[src/rtl/hazard_forward_controller.sv]
`default_nettype none
// ============================================================================
// Module   : hazard_forward_controller
// Purpose  : Load-use stall, operand forwarding selects and taken-branch
//            IF/ID flush for a 5-stage ARM pipeline. Keeps a shadow
//            pipeline of destination tags for the EX, MEM and WB stages.
// Options  : HAZARD_PERF_CNT_EN adds saturating stall/flush event counters.
// Revision : 1.0 - initial release
// ============================================================================
module hazard_forward_controller #(
  parameter int REG_W  = 4,
  parameter int PC_REG = 15,
  parameter int CNT_W  = 16
) (
  input  logic             clk,
  input  logic             reset,
  input  logic             id_valid,
  input  logic [REG_W-1:0] id_rn,
  input  logic [REG_W-1:0] id_rm,
  input  logic [REG_W-1:0] id_rd,
  input  logic             id_use_rn,
  input  logic             id_use_rm,
  input  logic             id_use_rd,
  input  logic             id_rf_enable,
  input  logic             id_load_inst,
  input  logic             id_branch_taken,
  output logic             stall,
  output logic             flush,
  output logic [1:0]       fwd_a,
  output logic [1:0]       fwd_b,
  output logic [1:0]       fwd_c
`ifdef HAZARD_PERF_CNT_EN
  ,
  output logic [CNT_W-1:0] stall_count,
  output logic [CNT_W-1:0] flush_count
`endif
);

  localparam logic [REG_W-1:0] PC_IDX = REG_W'(PC_REG);

  typedef struct packed {
    logic             valid;
    logic             rf_en;
    logic             load;
    logic [REG_W-1:0] dest;
  } tag_t;

  tag_t ex_q, mem_q, wb_q;
  tag_t ex_d;

  logic w_load_use;
  logic w_active;

  // An in-flight entry produces register x; the PC is never a forwarding target.
  function automatic logic writes(input tag_t e, input logic [REG_W-1:0] x);
    return e.valid & e.rf_en & (e.dest == x) & (x != PC_IDX);
  endfunction

  // Youngest writer wins; a load still in EX cannot forward (it stalls instead).
  function automatic logic [1:0] fwd_sel(input logic use_f, input logic [REG_W-1:0] idx,
                                         input tag_t ex_e, input tag_t mem_e, input tag_t wb_e);
    logic [1:0] sel;
    sel = 2'b00;
    if (use_f) begin
      if (writes(ex_e, idx) && !ex_e.load) sel = 2'b01;
      else if (writes(mem_e, idx))         sel = 2'b10;
      else if (writes(wb_e, idx))          sel = 2'b11;
    end
    return sel;
  endfunction

  // Hazard detection, forwarding selects and next EX tag, all from current state.
  always_comb begin
    w_load_use = ex_q.load & ((id_use_rn & writes(ex_q, id_rn)) |
                              (id_use_rm & writes(ex_q, id_rm)) |
                              (id_use_rd & writes(ex_q, id_rd)));
    stall    = ~reset & id_valid & w_load_use;
    w_active = ~reset & id_valid & ~stall;
    flush    = w_active & id_branch_taken;
    fwd_a    = 2'b00;
    fwd_b    = 2'b00;
    fwd_c    = 2'b00;
    if (w_active) begin
      fwd_a = fwd_sel(id_use_rn, id_rn, ex_q, mem_q, wb_q);
      fwd_b = fwd_sel(id_use_rm, id_rm, ex_q, mem_q, wb_q);
      fwd_c = fwd_sel(id_use_rd, id_rd, ex_q, mem_q, wb_q);
    end
    // A stalled or empty ID slot becomes a bubble in EX.
    ex_d = '0;
    if (id_valid && !stall) begin
      ex_d.valid = 1'b1;
      ex_d.rf_en = id_rf_enable;
      ex_d.load  = id_load_inst;
      ex_d.dest  = id_rd;
    end
  end

  // Advance the shadow tag pipeline; reset discards every in-flight tag.
  always_ff @(posedge clk) begin
    if (reset) begin
      ex_q  <= '0;
      mem_q <= '0;
      wb_q  <= '0;
    end else begin
      ex_q  <= ex_d;
      mem_q <= ex_q;
      wb_q  <= mem_q;
    end
  end

  // The load flag only matters while a tag sits in EX.
  logic w_unused_load;
  assign w_unused_load = mem_q.load ^ wb_q.load;

`ifdef HAZARD_PERF_CNT_EN
  logic [CNT_W-1:0] stall_cnt_q, flush_cnt_q;

  // Saturating event counters for stall and flush cycles.
  always_ff @(posedge clk) begin
    if (reset) begin
      stall_cnt_q <= '0;
      flush_cnt_q <= '0;
    end else begin
      if (stall && (stall_cnt_q != '1)) stall_cnt_q <= stall_cnt_q + 1'b1;
      if (flush && (flush_cnt_q != '1)) flush_cnt_q <= flush_cnt_q + 1'b1;
    end
  end

  assign stall_count = stall_cnt_q;
  assign flush_count = flush_cnt_q;
`else
  // Counters absent: stall and flush are visible only on their own ports.
`endif

endmodule
`default_nettype wire

[config.mk]
export PLATFORM = sky130hd
export DESIGN_NAME = hazard_forward_controller
export DESIGN_NICKNAME = d
export VERILOG_FILES = /design/src/rtl/hazard_forward_controller.sv
export SDC_FILE = /design/constraint.sdc
export NUM_CORES = 1
export LEC_CHECK = 0
export CAP_MARGIN = 20
export CORE_MARGIN = 8
export CORE_UTILIZATION = 50
export DETAILED_ROUTE_END_ITERATION = 8
export HOLD_SLACK_MARGIN = 0.02
export PLACE_DENSITY = 0.86
export SKIP_CTS_REPAIR_TIMING = 1
export SYNTH_ARGS = -nofsm -noshare
export SYNTH_HDL_FRONTEND = slang
export SYNTH_SLANG_ARGS = --single-unit
[constraint.sdc]
create_clock -name clk -period 5.8 [get_ports clk]
set_input_delay 1.16 -clock clk [delete_from_list [all_inputs] [get_ports clk]]
set_output_delay 1.16 -clock clk [all_outputs]
set_load 0.01 [all_outputs]
Word-level counts from Yosys, hierarchy flattened
Index checks and enable logic that the tools add are counted.
- logic and storage cells: 79
- flip-flop bits (word level): 19
- equality and inequality tests: 12
- multiplexer cells: 16
- reductions and logical operators: 7
- bitwise gates (word level): 34
- operators with widths (operator ; count):
    equality test 4 bit ; 9
    two-way mux 2 bit ; 15
    AND 1 bit ; 29
    inequality test 4 bit (second input constant) ; 3
    two-way mux 7 bit ; 1
    logical AND 1 bit ; 4
    inverter 1 bit ; 3
    zero test 1 bit ; 2
    OR 1 bit ; 2
    OR reduction 2 bit ; 1

Longest topological paths before layout
- depth in word-level cells: 12
- depth in mapped cells: 7
- depth with buffers taken out: 5

Worst setup path after synthesis
No wires, ideal clock.
- path type: input -> output
- from: input id_rn[1]
- to: output fwd_b[1]
- slack: 2.134 ns
- stages on the path: 5
- data required time: 4.640 ns
- path buffers: 1
- arrival: 2.506 ns
- cells stage by stage: clkbuf_1 a41oi_1 nor3b_1 o31a_1 nor4_1
- longest elaborated chain between the ends: 11
- elaborated cells on any way between the ends: 12
- RTL lines (element ; RTL line ; source):
    from (decl) ; 18 ; input logic [REG_W-1:0] id_rn,
    equality test 4 bit ; 56 ; return e.valid & e.rf_en & (e.dest == x) & (x != PC_IDX);
    AND 1 bit ; 56 ;
    AND 1 bit (*) ; 56 ;
    AND 1 bit (*) ; 74 ; w_load_use = ex_q.load & ((id_use_rn & writes(ex_q, id_rn)) |
    OR 1 bit (*) ; 74 ;
    OR 1 bit (*) ; 75 ; (id_use_rm & writes(ex_q, id_rm)) |
    AND 1 bit (*) ; 74 ;
    AND 1 bit (*) ; 77 ; stall = ~reset & id_valid & w_load_use;
    inverter 1 bit (*) ; 78 ; w_active = ~reset & id_valid & ~stall;
    AND 1 bit (*) ; 78 ;
    two-way mux 2 bit (*) ; 83 ; if (w_active) begin
    to (decl) ; 30 ; output logic [1:0] fwd_b,
Every way passes the cells marked *; elsewhere a longest branch is shown, timed or not.

Worst setup path in the final report
- from: input id_rn[2]
- to: output fwd_b[1]
The elaborated chain is that of the path after synthesis.

==> run metrics <==
status finished clean; Synth Area per Inst 7.94 um^2; Top Usage Layer GRT met2; Core Area 0.00241 mm^2; Fill cells 193; root buffer cell clkbuf_4; DR DRC count 0; H-tree depth reported by CTS 1; top cell type's share of synthesized area 0.305; sequential fraction of the synthesis area 0.305; GR Util met3 0.0593; most common cell after layout, fill and taps aside clkdlybuf4s50_1; dpl hpwl 2570 um; Slew @ Worst Pin 0.539 ns; fin. max-slew vios 0; CP startpoint id_rn[2]; total CTS buffers 3; Synth Warn # 0; routed vias/inst 5.77; max-cap viol count 0; LEAKAGE 0.579 nW; layout net count 200; WL/cell 15.7 um; initial antenna violation count 0; CTS tree built; Post-Syn Nets 178; global-route track usage on met1 0.162; die area 0.00435 mm^2; Final Critical Period 4.73 ns; pin count of the biggest net entering global routing 16; Final Setup Violations 0; RR Startpoint ex_q[2]$_SDFF_PP0_; clk buf depth 2; top post-synthesis cells by area dfxtp_1 (31%), xor2_1 (13%), xnor2_1 (7.7%); I/O Pins 29; Initial DRC Count 38; drt pass-1 iters 4; Skew-Pair Late Insertion Delay 0.30 ns; Worst setup EP type output pin; Util after Layout 0.639; CTS clock-pin slew for the worst setup and hold paths 0.10 ns; Clock Sinks 19; Final ANT Viol Nets 0; startpoint of the worst hold path mem_q[5]$_SDFF_PP0_; critical path peak fanout 15; Max Fclk 211 MHz; Top FF cell, synth dfxtp_1; Overflow after GRT 0; WL final 3270 um; Syn-to-layout area delta 23.5%; Netlist cell types 33; number of enable flip-flop cells after synthesis 0; M2 GR Usage 0.263; IR drop worst, VDD 168 uV; Final Skew 0.000466 ns; cell count after synthesis 157; WS Path Type input pin to output pin; Critical Path AT 3.57 ns; proportion of layout cells with a drive suffix above 1 0.0506; global-route wire length before repair 5200 um; area leader, netlist dfxtp_1; Die H 65.9 um; area of the multi-input gates 806 um^2; fraction of registers with async set/reset 0; area occupied by registers 380 um^2; crit share post-route 0.816; Synth Register Bits 19; num rows 18; RSZ-0062 raised after global routing no; Rel. slew slack 0.641; Final Hold Fails 0; CP required 4.64 ns; Final GP Congestion 0.879; most frequent cells in the layout clkdlybuf4s50_1 (28), xor2_1 (19), dfxtp_1 (19); mapped cell area 0.00125 mm^2; Worst Setup Start Kind input pin; Initial Util 0.517; GRT Util Overall 0.154; port buffer count 28; die width 65.9 um; number of global-route vias before repair 1,153; via count 1,200; n_diodes 0; setup TNS 0 ns; HP Class flip-flop to flip-flop; PD cells 165 mW/mm^2
## final cells by class
cell class | count | share of cell area
tap | 30 | 0.0244
clock buffer | 3 | 0.0146
multi-input combinational | 126 | 0.524
timing repair buffer | 29 | 0.187
sequential | 19 | 0.247
clock inverter | 1 | 0.00325
## per-stage QoR
step / power (W) / cell area, um^2 / instances / hold WS (ns) / setup slack (ns)
final: 0.000255 / 1540 / 208 / 0.470 / 1.07
after CTS: 0.000256 / 1540 / 208 / 0.469 / 1.04
after detailed placement: 0.000191 / 1510 / 204 / 0.450 / 1.06
after global placement: 0.000188 / 1510 / 204 / 0.442 / 1.14
after floorplan: 0.000170 / 1250 / 157 / 0.438 / 2.13
after global routing: 0.000267 / 1540 / 208 / 0.496 / 0.894
## worst paths after layout
kind	slack, ns	cells after the start	end
worst max-delay path	1.07	7	fwd_b[1]
worst min-delay path	0.47	1	wb_q[5]$_SDFF_PP0_
worst max register to register	4.07	5	ex_q[4]$_SDFF_PP0_
worst min register to register	0.47	1	wb_q[5]$_SDFF_PP0_
## power breakdown
| group | total (W) | internal (W) | leakage [nW] | switching, W |
|---|---|---|---|---|
| Sequential | 0.000140 | 0.000134 | 0.155 | 0.00000560 |
| Clock | 0.0000661 | 0.0000257 | 0.0177 | 0.0000404 |
| Combinational | 0.0000484 | 0.0000257 | 0.406 | 0.0000227 |
| Total | 0.000255 | 0.000186 | 0.579 | 0.0000686 |
## flip-flops by register name, summed over array words and instances, names as in the netlist
register and count:
mem_q 6, ex_q 7, wb_q 6
## metal layers
metal  up-vias  share of wire
li1        575              -
met1       569           0.40
met2        48           0.51
met3         8          0.073
met4         0          0.020
met5         -              0
## cells in the mapped netlist (5+ instances only)
cell	number
dfxtp_1	19
nand2_1	17
xnor2_1	11
nor2b_1	14
nor4_1	6
clkbuf_1	5
xor2_1	19
nand3_1	8
nor2_1	13
## worst max-delay path: stages
cell	delay [ns]
clkdlybuf4s50_1	0.59
xor2_1	0.16
a41oi_1	0.07
nor3b_1	0.17
o31a_1	0.47
nor4_1	0.35
clkdlybuf4s50_1	0.60
## kinds of logic after synthesis
group | Yosys count | share of synthesized area
and+or+nand+nor | 76 | 0.329
xor gates and xnor gates | 30 | 0.211
AOI/OAI and AO/OA | 20 | 0.106
DFF | 19 | 0.305
buffers and inverters | 12 | 0.0482
Power figures use the tool's default switching activity.
